--- src/rtl/design_1_pkg.sv ---
`default_nettype none
// ============================================================================
//  Module      : design_1_pkg
//  Description : Shared definitions for the design_1 datapath blocks. Holds the
//                divider FSM state encoding, the default operand width, the
//                bit-counter width and a helper that derives the counter width
//                for any operand width.
//  Revision    : 1.0  initial release
// ============================================================================
package design_1_pkg;

    localparam int DEFAULT_DATA_WIDTH = 16;

    // Divider FSM encoding, explicit 2-bit width.
    typedef enum logic [1:0] {
        IDLE = 2'd0,
        CALC = 2'd1,
        DONE = 2'd2
    } state_t;

    // Bit counter wide enough to count down from 2*DataWidth-1.
    localparam int CNT_W = $clog2(2 * DEFAULT_DATA_WIDTH);

    function automatic int cnt_width(input int data_width);
        return $clog2(2 * data_width);
    endfunction

endpackage
`default_nettype wire

--- src/rtl/design_1_div_seq_if.sv ---
`default_nettype none
// ============================================================================
//  Module      : design_1_div_seq_if
//  Description : Operand/result handshake bundle for design_1_div_seq.
//                master : producer/consumer side (drives operands, out_ready)
//                slave  : divider side (drives in_ready and the result)
//                Signals: in_valid/in_ready, dividend (2*W), divisor (W),
//                         out_valid/out_ready, quotient (2*W), remainder (W),
//                         div_by_zero.
//  Revision    : 1.0  initial release
// ============================================================================
interface design_1_div_seq_if #(
    parameter int DATA_WIDTH = 16
);
    logic                      in_valid;
    logic                      in_ready;
    logic [2*DATA_WIDTH-1:0]   dividend;
    logic [DATA_WIDTH-1:0]     divisor;
    logic                      out_valid;
    logic                      out_ready;
    logic [2*DATA_WIDTH-1:0]   quotient;
    logic [DATA_WIDTH-1:0]     remainder;
    logic                      div_by_zero;

    modport master (
        output in_valid, dividend, divisor, out_ready,
        input  in_ready, out_valid, quotient, remainder, div_by_zero
    );

    modport slave (
        input  in_valid, dividend, divisor, out_ready,
        output in_ready, out_valid, quotient, remainder, div_by_zero
    );
endinterface
`default_nettype wire

--- src/rtl/design_1_div_step.sv ---
`default_nettype none
// ============================================================================
//  Module      : design_1_div_step
//  Description : One combinational restoring-division step. Appends the next
//                dividend bit to the partial remainder, compares against the
//                divisor and subtracts when it fits.
//                pr          in   W   partial remainder (always < divisor)
//                dividend_bit in  1   next dividend bit, MSB first
//                divisor     in   W   unsigned divisor
//                pr_next     out  W   updated partial remainder
//                q_bit       out  1   quotient bit produced by this step
//  Revision    : 1.0  initial release
// ============================================================================
module design_1_div_step
    import design_1_pkg::*;
#(
    parameter int DATA_WIDTH = DEFAULT_DATA_WIDTH
) (
    input  wire logic [DATA_WIDTH-1:0] pr,
    input  wire logic                  dividend_bit,
    input  wire logic [DATA_WIDTH-1:0] divisor,
    output logic      [DATA_WIDTH-1:0] pr_next,
    output logic                       q_bit
);

    logic [DATA_WIDTH:0]   w_trial;
    logic [DATA_WIDTH-1:0] w_diff;

    // Trial value is one bit wider than the divisor so the compare never overflows.
    assign w_trial = {pr, dividend_bit};

    // If the top trial bit is set the trial already exceeds any W-bit divisor.
    assign q_bit = w_trial[DATA_WIDTH] | (w_trial[DATA_WIDTH-1:0] >= divisor);

    // The true difference is below the divisor, so modulo-2^W subtraction of
    // the low bits gives the exact result.
    assign w_diff  = w_trial[DATA_WIDTH-1:0] - divisor;
    assign pr_next = q_bit ? w_diff : w_trial[DATA_WIDTH-1:0];

endmodule
`default_nettype wire

--- src/rtl/design_1_div_seq.sv ---
`default_nettype none
// ============================================================================
//  Module      : design_1_div_seq
//  Description : Iterative restoring divider, one quotient bit per clock.
//                Divides a 2*W-bit unsigned dividend by a W-bit unsigned
//                divisor, producing a 2*W-bit quotient and W-bit remainder.
//                clk  in  1   rising-edge clock
//                rst  in  1   synchronous active-high reset
//                bus  slave modport of design_1_div_seq_if (valid/ready in,
//                     valid/ready out, operands, quotient, remainder,
//                     div_by_zero)
//  Revision    : 1.0  initial release
// ============================================================================
module design_1_div_seq
    import design_1_pkg::*;
#(
    parameter int DATA_WIDTH = DEFAULT_DATA_WIDTH
) (
    input  wire logic          clk,
    input  wire logic          rst,
    design_1_div_seq_if.slave  bus
);

    localparam int                   c_cnt_w    = cnt_width(DATA_WIDTH);
    localparam logic [c_cnt_w-1:0]   c_cnt_last = c_cnt_w'(2 * DATA_WIDTH - 1);

    state_t                    r_state;
    state_t                    w_state_next;
    logic [c_cnt_w-1:0]        r_cnt;
    logic [2*DATA_WIDTH-1:0]   r_dvd;     // dividend shift register, MSB is next bit
    logic [DATA_WIDTH-1:0]     r_dvs;
    logic [DATA_WIDTH-1:0]     r_pr;      // partial remainder, final value is the remainder
    logic [2*DATA_WIDTH-1:0]   r_quo;
    logic                      r_dbz;
    logic [DATA_WIDTH-1:0]     w_pr_next;
    logic                      w_q_bit;
    logic                      w_accept;

    design_1_div_step #(
        .DATA_WIDTH   (DATA_WIDTH)
    ) u_step (
        .pr           (r_pr),
        .dividend_bit (r_dvd[2*DATA_WIDTH-1]),
        .divisor      (r_dvs),
        .pr_next      (w_pr_next),
        .q_bit        (w_q_bit)
    );

    // Next-state and handshake outputs.
    always_comb begin
        w_state_next = r_state;
        w_accept     = 1'b0;
        bus.in_ready  = (r_state == IDLE);
        bus.out_valid = (r_state == DONE);
        case (r_state)
            IDLE: begin
                if (bus.in_valid) begin
                    w_accept     = 1'b1;
                    w_state_next = CALC;
                end
            end
            CALC: begin
                if (r_cnt == '0) begin
                    w_state_next = DONE;
                end
            end
            DONE: begin
                if (bus.out_ready) begin
                    w_state_next = IDLE;
                end
            end
            default: w_state_next = IDLE;
        endcase
    end

    // State register and datapath.
    // A zero divisor makes a single pass through CALC with the counter at 0,
    // so its result appears one clock after acceptance; the result registers
    // are preloaded at accept and held during that pass.
    always_ff @(posedge clk) begin
        if (rst) begin
            r_state <= IDLE;
            r_cnt   <= '0;
            r_dvd   <= '0;
            r_dvs   <= '0;
            r_pr    <= '0;
            r_quo   <= '0;
            r_dbz   <= 1'b0;
        end else begin
            r_state <= w_state_next;
            if (w_accept) begin
                r_dvd <= bus.dividend;
                r_dvs <= bus.divisor;
                if (bus.divisor == '0) begin
                    r_cnt <= '0;
                    r_pr  <= bus.dividend[DATA_WIDTH-1:0];
                    r_quo <= '1;
                    r_dbz <= 1'b1;
                end else begin
                    r_cnt <= c_cnt_last;
                    r_pr  <= '0;
                    r_quo <= '0;
                    r_dbz <= 1'b0;
                end
            end else if (r_state == CALC) begin
                if (!r_dbz) begin
                    r_pr  <= w_pr_next;
                    r_quo <= {r_quo[2*DATA_WIDTH-2:0], w_q_bit};
                    r_dvd <= {r_dvd[2*DATA_WIDTH-2:0], 1'b0};
                end
                if (r_cnt != '0) begin
                    r_cnt <= r_cnt - 1'b1;
                end
            end
        end
    end

    assign bus.quotient    = r_quo;
    assign bus.remainder   = r_pr;
    assign bus.div_by_zero = r_dbz;

endmodule
`default_nettype wire

--- src/flat_wrapper.sv ---
// flat-port wrapper written by rule: the top's interface ports become plain ports
module design_1_div_seq_flat import design_1_pkg::*;
#(
    parameter int DATA_WIDTH = DEFAULT_DATA_WIDTH
)
  (clk, rst, bus_in_valid, bus_dividend, bus_divisor, bus_out_ready, bus_in_ready, bus_out_valid, bus_quotient, bus_remainder, bus_div_by_zero);
  design_1_div_seq_if #(.DATA_WIDTH(DATA_WIDTH)) bus_i ();
  input  wire logic clk;
  input  wire logic rst;
  input wire logic [$bits(bus_i.in_valid)-1:0] bus_in_valid;
  input wire logic [$bits(bus_i.dividend)-1:0] bus_dividend;
  input wire logic [$bits(bus_i.divisor)-1:0] bus_divisor;
  input wire logic [$bits(bus_i.out_ready)-1:0] bus_out_ready;
  output wire logic [$bits(bus_i.in_ready)-1:0] bus_in_ready;
  output wire logic [$bits(bus_i.out_valid)-1:0] bus_out_valid;
  output wire logic [$bits(bus_i.quotient)-1:0] bus_quotient;
  output wire logic [$bits(bus_i.remainder)-1:0] bus_remainder;
  output wire logic [$bits(bus_i.div_by_zero)-1:0] bus_div_by_zero;
  assign bus_i.in_valid = bus_in_valid;
  assign bus_i.dividend = bus_dividend;
  assign bus_i.divisor = bus_divisor;
  assign bus_i.out_ready = bus_out_ready;
  assign bus_in_ready = bus_i.in_ready;
  assign bus_out_valid = bus_i.out_valid;
  assign bus_quotient = bus_i.quotient;
  assign bus_remainder = bus_i.remainder;
  assign bus_div_by_zero = bus_i.div_by_zero;
  design_1_div_seq #(.DATA_WIDTH(DATA_WIDTH)) u_core (.clk(clk), .rst(rst), .bus(bus_i));
endmodule
--- config.mk ---
export PLATFORM = sky130hd
export DESIGN_NAME = design_1_div_seq_flat
export DESIGN_NICKNAME = d
export VERILOG_FILES = /design/src/rtl/design_1_pkg.sv /design/src/rtl/design_1_div_seq_if.sv /design/src/rtl/design_1_div_step.sv /design/src/rtl/design_1_div_seq.sv /design/src/flat_wrapper.sv
export SDC_FILE = /design/constraint.sdc
export NUM_CORES = 1
export LEC_CHECK = 0
export ABC_CLOCK_PERIOD_IN_PS = 3150
export CELL_PAD_IN_SITES_DETAIL_PLACEMENT = 0
export CELL_PAD_IN_SITES_GLOBAL_PLACEMENT = 1
export CORE_AREA = 2 2 123 125
export DETAILED_ROUTE_END_ITERATION = 10
export DIE_AREA = 0 0 125 127
export GPL_TIMING_DRIVEN = 0
export MAX_ROUTING_LAYER = met4
export PLACE_DENSITY_LB_ADDON = 0.1
export SETUP_SLACK_MARGIN = 0.05
export SYNTH_ARGS = -nofsm -noshare
export SYNTH_HDL_FRONTEND = slang
export SYNTH_SLANG_ARGS = --single-unit
--- constraint.sdc ---
create_clock -name clk -period 3.15 [get_ports clk]
set_input_delay 0.63 -clock clk [delete_from_list [all_inputs] [get_ports clk]]
set_output_delay 0.63 -clock clk [all_outputs]
set_load 0.01 [all_outputs]
**Yosys cells after proc, flatten, opt, wreduce, memory -nomap -nowiden**

Index checks and enable logic that the tools add are counted.

- Mux-type cells: 23
- Magnitude comparators: 1
- Reduce and logical (&&, ||, !) cells: 9
- $add $sub $neg: 2
- Bitwise logic cells: 1
- Equality and inequality tests: 6

Operators by type and width:

| operator | count |
|---|---|
| $mux W32 | 7 |
| $mux W16 | 5 |
| $mux W5 | 4 |
| $ge A16 B16 Y1 | 1 |
| $logic_not A16 Y1 | 1 |
| $sub A16 B16 Y16 | 1 |
| $mux W2 | 3 |
| $ne A2 B2 Y1 const B | 3 |
| $pmux W2 S3 | 1 |
| $logic_not A5 Y1 | 1 |
| $reduce_bool A5 Y1 | 1 |
| $sub A5 B1 Y5 const B | 1 |
| $reduce_and A2 Y1 | 2 |
| $reduce_bool A2 Y1 | 2 |
| $mux W1 | 3 |
| $reduce_and A3 Y1 | 1 |
| $eq A2 B1 Y1 const B | 1 |
| $eq A2 B2 Y1 const B | 1 |
| $logic_not A2 Y1 | 1 |
| $ne A2 B1 Y1 const B | 1 |
| $or A1 B1 Y1 | 1 |

- Input port bits: 52
- Flip-flop bits (word level): 104

**Longest topological paths before layout**

Gate-level depths: netlist of run 1.

- Word-level depth: 6
- Gate-level depth with buffers: 11

**By module**

Synthesis of run 1 repeated with hierarchy kept, for this count alone.

- Cells, all modules: 638
- Area total of the unflattened synthesis: 5,242.5 µm²

Modules (own cells, without submodules):

| module | area an instance (µm²) | instances | cells each |
|---|---|---|---|
| design_1_div_seq | 4,052.6 | 1 | 480 |
| design_1_div_step | 1,189.9 | 1 | 158 |

**Least setup slack after synthesis of run 1**

No wires, ideal clock.

- Path kind: reg-to-reg
- Start point: reg u_core.r_pr[12] (netlist: u_core.bus.remainder[12])
- End point: reg u_core.r_pr[14] (netlist: u_core.bus.remainder[14])
- Arrival time: 2.192 ns
- Path buffers: 3
- Required time: 3.030 ns
- Setup slack: 0.838 ns
- Cell stages (with the launch flop): 11
- Library setup time: 0.120 ns
- Cell sequence: dfxtp_1 > ha_1 > buf_2 > a21oi_1 > o21bai_1 > a211oi_1 > o211a_1 > buf_6 > buf_2 > nor2_1 > a211o_1

- Cells in the longest elaborated chain, start to end: 6

Ends and longest elaborated chain:

| element | line | text |
|---|---|---|
| start, declared | design_1_div_seq.sv:32 | `logic [DATA_WIDTH-1:0] r_pr;` |
| start signal, assigned | design_1_div_seq.sv:96 | `r_pr <= bus.dividend[DATA_WIDTH-1:0];` |
| start signal, assigned | design_1_div_seq.sv:107 | `r_pr <= w_pr_next;` |
| $ge A16 B16 Y1 | design_1_div_step.sv:33 | `assign q_bit = w_trial[DATA_WIDTH] \| (w_trial[DATA_WIDTH-1:0] >= divisor);` |
| $or A1 B1 Y1 | design_1_div_step.sv:33 |  |
| $mux W16 * | design_1_div_step.sv:38 | `assign pr_next = q_bit ? w_diff : w_trial[DATA_WIDTH-1:0];` |
| $mux W16 * | design_1_div_seq.sv:106 | `if (!r_dbz) begin` |
| $mux W16 * | design_1_div_seq.sv:105 | `end else if (r_state == CALC) begin` |
| $mux W16 * | design_1_div_seq.sv:91 | `if (w_accept) begin` |

Mark *: on every way between the ends. The rest lies on a longest branch, timed or not. The select of a mux whose other input is x is not followed.
A chain may end at the register's enable or synchronous reset.

**Final worst setup path of run 1**

- Start point: reg u_core.r_pr[12] (netlist: u_core.bus.remainder[12])
- End point: reg u_core.r_pr[6] (netlist: u_core.bus.remainder[6])

- Cells in the longest elaborated chain, start to end: 6

Ends and longest elaborated chain:

| element | line |
|---|---|
| $ge A16 B16 Y1 | design_1_div_step.sv:33 |
| $or A1 B1 Y1 | design_1_div_step.sv:33 |
| $mux W16 | design_1_div_step.sv:38 |
| $mux W16 | design_1_div_seq.sv:106 |
| $mux W16 | design_1_div_seq.sv:105 |
| $mux W16 | design_1_div_seq.sv:91 |

Every way passes these cells. The select of a mux whose other input is x is not followed.

==> run summary, run 1 <==
htree depth: 3
vias per cell: 5.64
Synth cell types: 74
Initial Util: 0.375
post-synthesis async set-or-reset flop share: 0
Pwr Density: 740 nW/um^2
Main synth FF type: dfxtp_1
wire length per cell: 18.5 microns
TritonCTS buffer count: 9
Rel. slew slack: 0.504
Post-DP Area: 6660 sq um
crit path DAT: 3.07 ns
Worst Hold Class: reg2reg
drt initial violations: 341
via count: 5507
DIE WIDTH: 125 microns
Worst Max-Slew Pin Slew: 0.741 ns
Avg Cell Area, Syn: 8.00 sq um
postcts setup bufs: 0
cell area after synthesis: 5410 sq um
total global routing overflow: 0
Sum Neg Setup Slack: 0 ns
Resize count post-CTS: 0
I/O pins: 103
Critical Path Source Type: register
nets: 860
Fmax: 356 MHz
final WL: 18.1 mm
Detail Placement HPWL: 13.6 mm
reg-to-reg slack, setup: 0.34 ns
vias in the first global route: 5299
CTS max path bufs: 2
clock-pin slew on the worst setup and hold paths: 0.07 ns
status: finished, final reports clean
Top delay family on crit path: compound AO/OA/AOI/OAI gates
FILL cells: 1466
fin area: 6920 sq um
Setup-failing EPs final: 0
highest-delay cell along the critical path: dfxtp_1
Yosys reg bits: 104
hold_buf cts: 0
DRT antenna net count: 0
post-layout power: 5120 uW
GRT Total Usage: 0.230
min cycle time layout: 2.81 ns
DRC violations left: 0
IO buf count: 102
Critical Path RT: 3.41 ns
Buf/Inv on CP: 3
syn_nets: 747
final worst-path cycle share: 0.892
Layout Skew: 0.00609 ns
Max-Cap Viols: 0
DIE HEIGHT: 127 microns
# diodes: 0
Final GP Congestion: 0.874
initial antenna violation count: 0
slowest stage delay, CP: 0.46 ns
CP Class: reg2reg
CP Max Fanout: 10
sequential share of the synthesized area: 0.385
Critical Path End Type: register
Worst Slack Setup Final: 0.341 ns
count of final hold-check violations: 0
Pleak: 0.00253 uW
Critical Path, Cell by Cell: ha_1, buf_2, a21oi_1, o21bai_1, a211oi_1, o211a_1, buf_6, buf_2, o211ai_1, a211oi_1
Synth Instances: 676
first-pass GRT wire length: 28.3 mm
RSZ-0062 raised after global routing: no
pre-CTS setup slack: -0.0324 ns
Fin Hold WS: 0.458 ns
die footprint: 15900 sq um
CTS tree: yes
number of flops mapped to enable cells by yosys: 0
Site Rows: 44
Yosys warning count: 0
Syn-to-layout area delta: 28.0%
peak supply drop: 0.335 mV
Clock Sink Count: 104
DRT Pass-1 Iters: 5
Core Box Area: 14400 sq um
Slew Limit Fails: 0
Root Driver: clkbuf_16
largest net degree at the start of global routing: 16
Clock Latency Late Sink: 0.35 ns
layout cell share with drive strength beyond 1: 0.0518
through the flow:
step	util	cells
finish	0.480	976
detailed placement	0.462	962
global route	0.480	976
global placement	0.462	962
floorplan	-	676
CTS	0.480	976
worst paths after layout:
check / end / startpoint / cells after the start
worst max-delay path: u_core.bus.remainder[6] / u_core.bus.remainder[12] / 10
worst min-delay path: u_core.r_dvd[24] / u_core.r_dvd[24] / 2
worst max register to register: u_core.bus.remainder[6] / u_core.bus.remainder[12] / 10
worst min register to register: u_core.r_dvd[24] / u_core.r_dvd[24] / 2
cell usage after synthesis (all sizes together) (4+ instances only):
| cell | number | area, sq um |
|---|---|---|
| and2 | 4 | 26.3 |
| nor2 | 41 | 154 |
| xnor2 | 5 | 43.8 |
| dfxtp | 104 | 2080 |
| a22oi | 50 | 375 |
| nand3 | 4 | 20.0 |
| ha | 18 | 225 |
| nor2b | 4 | 25.0 |
| a211oi | 5 | 42.5 |
| o211ai | 5 | 37.5 |
| a21o | 7 | 52.6 |
| mux2i | 7 | 70.1 |
| buf | 13 | 71.3 |
| nor4 | 4 | 31.3 |
| or4 | 6 | 52.6 |
| a311oi | 10 | 93.8 |
| nor3b | 4 | 35.0 |
| o21a | 4 | 30.0 |
| nand2 | 113 | 427 |
| o21ai | 25 | 125 |
| nor3 | 7 | 35.0 |
| inv | 27 | 101 |
| clkbuf | 40 | 153 |
| a21oi | 97 | 493 |
| a31oi | 13 | 81.3 |
cell usage in the layout (no fill, tap or decap), types with 13 or more instances in the layout:
cell and n:
nand2_1 112, dfxtp_1 104, clkdlybuf4s50_1 102, a21oi_1 95, a22oi_1 50, nor2_1 41
clkbuf_1 39, inv_1 27, o21ai_0 24, ha_1 18, a31oi_1 13
where the power goes:
group,switching [uW],internal [uW]
Combinational,1430,1030
Clock,491,548
Sequential,160,1460
Total,2090,3040
sequential cells by signal, indices dropped and copies added, names as in the netlist:
signal,count
u_core.bus.quotient,32
u_core.r_state,2
u_core.bus.div_by_zero,1
u_core.r_dvd,32
u_core.r_cnt,5
u_core.bus.remainder,16
u_core.r_dvs,16
metal layers:
metal | vias up | wire length (microns) | GRT usage
li1 | 2677 | - | -
met1 | 2644 | 8320 | 0.292
met2 | 160 | 8520 | 0.378
met3 | 26 | 841 | 0.0356
met4 | 0 | 368 | 0.0752
met5 | - | 0 | -
worst reg2reg max path: cells and delay by family, from the launching register on:
kind,cells,cell delay [ns]
buffers and inverters,3,0.58
adders and majority gates,1,0.27
DFF,1,0.46
AOI/OAI and AO/OA,6,1.42
layout make-up:
type / count / area (sq um) / area share
clock inverters: 3 / 20.0 / 0.00289
inverters: 27 / 101 / 0.0146
flip-flops and latches: 104 / 2080 / 0.301
repair buffers: 102 / 1020 / 0.147
clock buffers: 11 / 243 / 0.0351
well taps: 184 / 230 / 0.0333
multi-input cells: 492 / 3000 / 0.434
plain buffers: 53 / 224 / 0.0324
kinds of logic after synthesis:
family                     count (synthesis)  share of synthesized area
muxes                                      8                     0.0150
DFF                                      104                      0.385
AOI/OAI and AO/OA                        250                      0.304
xor gates and xnor gates                   8                     0.0130
and+or+nand+nor                          207                      0.177
buffers and inverters                     80                     0.0601
adders and majority gates                 19                     0.0453
Note: power is estimated with default switching activity, not from simulation.
==> inputs of run 2 (changes only) <==
--- a/config.mk
+++ b/config.mk
@@ -11,7 +11,6 @@
 export CORE_AREA = 2 2 123 125
 export DETAILED_ROUTE_END_ITERATION = 10
 export DIE_AREA = 0 0 125 127
-export GPL_TIMING_DRIVEN = 0
 export MAX_ROUTING_LAYER = met4
 export PLACE_DENSITY_LB_ADDON = 0.1
 export SETUP_SLACK_MARGIN = 0.05
==> run summary, run 2 (synthesized netlist as in run 1, its figures left out) <==
status: finished, final reports clean (unchanged)
final core occ: 0.475 (was 0.480)
Resize count post-CTS: 0 (unchanged)
hold path depth: 2 (unchanged)
CTS max path bufs: 2 (unchanged)
initial antenna violation count: 0 (unchanged)
Critical Path, Cell by Cell: ha_1, a21oi_1, o21bai_1, a211oi_1, o211a_1, buf_4, nor2_1, a211o_1 (was ha_1, buf_2, a21oi_1, o21bai_1, a211oi_1, o211a_1, buf_6, buf_2, o211ai_1, a211oi_1)
final WL: 16.2 mm (was 18.1 mm)
RSZ-0062 raised after global routing: no (unchanged)
Initial Util: 0.375 (unchanged)
hold_buf cts: 0 (unchanged)
wire length per cell: 17.2 microns (was 18.5 microns)
# diodes: 0 (unchanged)
die footprint: 15900 sq um (unchanged)
RR Endpoint: u_core.bus.remainder[13] (was u_core.bus.remainder[6])
reg2reg start: u_core.bus.remainder[12] (unchanged)
Top delay family on crit path: compound AO/OA/AOI/OAI gates (unchanged)
total global routing overflow: 0 (unchanged)
Worst Hold Class: reg2reg (unchanged)
count of final hold-check violations: 0 (unchanged)
peak supply drop: 0.326 mV (was 0.335 mV)
postcts setup bufs: 0 (unchanged)
Site Rows: 44 (unchanged)
DIE HEIGHT: 127 microns (unchanged)
Clock Latency Late Sink: 0.35 ns (about the same)
Buf/Inv on CP: 1 (was 3)
Max-Cap Viols: 0 (unchanged)
reg-to-reg slack, setup: 0.28 ns (was 0.34 ns)
commonest non-fill, non-tap cell in the layout: nand2_1 (unchanged)
Critical Path Start: u_core.bus.remainder[12] (unchanged)
Pwr Density: 736 nW/um^2 (was 740 nW/um^2)
Critical Path End Type: register (unchanged)
CP Max Fanout: 16 (was 10)
Pleak: 0.00253 uW (about the same)
Worst Max-Slew Pin Slew: 0.748 ns (was 0.741 ns)
min cycle time layout: 2.87 ns (was 2.81 ns)
slowest stage delay, CP: 0.58 ns (was 0.46 ns)
DIE WIDTH: 125 microns (unchanged)
hold wc startpoint: u_core.r_dvd[24] (unchanged)
Sum Neg Setup Slack: 0 ns (unchanged)
Critical Path RT: 3.40 ns (was 3.41 ns)
Rel. slew slack: 0.501 (was 0.504)
crit path DAT: 3.11 ns (was 3.07 ns)
vias in the first global route: 4995 (was 5299)
via count: 5210 (was 5507)
DRT antenna net count: 0 (unchanged)
FF-to-FF path depth: 8 (was 10)
DRT Pass-1 Iters: 5 (unchanged)
IO buf count: 102 (unchanged)
GRT Total Usage: 0.209 (was 0.230)
largest net degree at the start of global routing: 72 (was 16)
WP depth: 8 (was 10)
first-pass GRT wire length: 26.2 mm (was 28.3 mm)
Slew Limit Fails: 0 (unchanged)
CP Capture Point: u_core.bus.remainder[13] (was u_core.bus.remainder[6])
I/O pins: 103 (unchanged)
FILL cells: 1423 (was 1466)
Setup-failing EPs final: 0 (unchanged)
Root Driver: clkbuf_16 (unchanged)
vias per cell: 5.55 (was 5.64)
Fmax: 349 MHz (was 356 MHz)
clock-pin slew on the worst setup and hold paths: 0.07 ns (about the same)
Syn-to-layout area delta: 26.8% (was 28.0%)
Core Box Area: 14400 sq um (unchanged)
Layout Skew: 0.00502 ns (was 0.00609 ns)
layout cell share with drive strength beyond 1: 0.0662 (was 0.0518)
DRC violations left: 0 (unchanged)
htree depth: 3 (unchanged)
CP Class: reg2reg (unchanged)
Clock Sink Count: 104 (unchanged)
drt initial violations: 383 (was 341)
Critical Path Source Type: register (unchanged)
nets: 822 (was 860)
final worst-path cycle share: 0.910 (was 0.892)
Detail Placement HPWL: 11.4 mm (was 13.6 mm)
Final GP Congestion: 0.856 (was 0.874)
CTS tree: yes (unchanged)
most frequent cells in the layout: nand2_1 (112), dfxtp_1 (104), clkdlybuf4s50_1 (101) (was nand2_1 (112), dfxtp_1 (104), clkdlybuf4s50_1 (102))
TritonCTS buffer count: 9 (unchanged)
highest-delay cell along the critical path: o211a_1 (was dfxtp_1)
==> run 2: cell count changes in the layout (fill, tap and decap cells not counted), moves of 2 or more <==
cell,delta
buf_1,-4
buf_2,-6
buf_4,+13
clkbuf_1,-39
clkbuf_2,-2
inv_6,+2
==> run 2: per-layer routing <==
metal,routed length (microns),vias up,GRT usage
met4,237,0,0.0523
met3,765,16,0.0494
met1,7450,2472,0.264
li1,-,2597,-
met2,7710,125,0.339
met5,0,-,-
==> run 2: tightest hold or removal path, delay by kind of cell, from the launching register on <==
| kind | cells | cell delay (ns) |
|---|---|---|
| compound gates | 1 | 0.05 |
| flops | 1 | 0.31 |
| simple gates | 1 | 0.05 |
==> run 2: worst min-delay path by stage <==
stage                        to  slack (ns)
6_report       u_core.r_dvd[24]        0.46
5_1_grt        u_core.r_dvd[26]        0.48
4_1_cts        u_core.r_dvd[22]        0.46
3_5_place_dp   u_core.r_dvd[22]        0.45
3_3_place_gp   u_core.r_dvd[22]        0.44
2_1_floorplan  u_core.r_dvd[31]        0.44
==> run 2: area by class of cell <==
type                    count  area (sq um)  share of cell area
well taps                 184           230              0.0336
inverters                  27           101              0.0148
repair buffers            117          1140               0.167
clock buffers               9           225              0.0328
flip-flops and latches    104          2080               0.304
clock inverters             6          55.1             0.00803
multi-input cells         492          3020               0.440
==> run 2: through the flow <==
step	total power [uW]	instance area (sq um)	hold slack, ns	cells	setup WS, ns
global placement	3970	6580	0.442	924	0.254
floorplan	3300	5410	0.436	676	0.838
CTS	5080	6860	0.460	939	0.291
detailed placement	3980	6580	0.449	924	0.146
global route	5400	6860	0.477	939	0.0661
finish	5050	6860	0.458	939	0.283
==> run 2: report_power, final <==
group          leakage (uW)  switching [uW]  internal, uW
Sequential         0.000851             154          1460
Combinational       0.00155            1360           995
Clock              0.000135             537           545
Total               0.00253            2050          3000
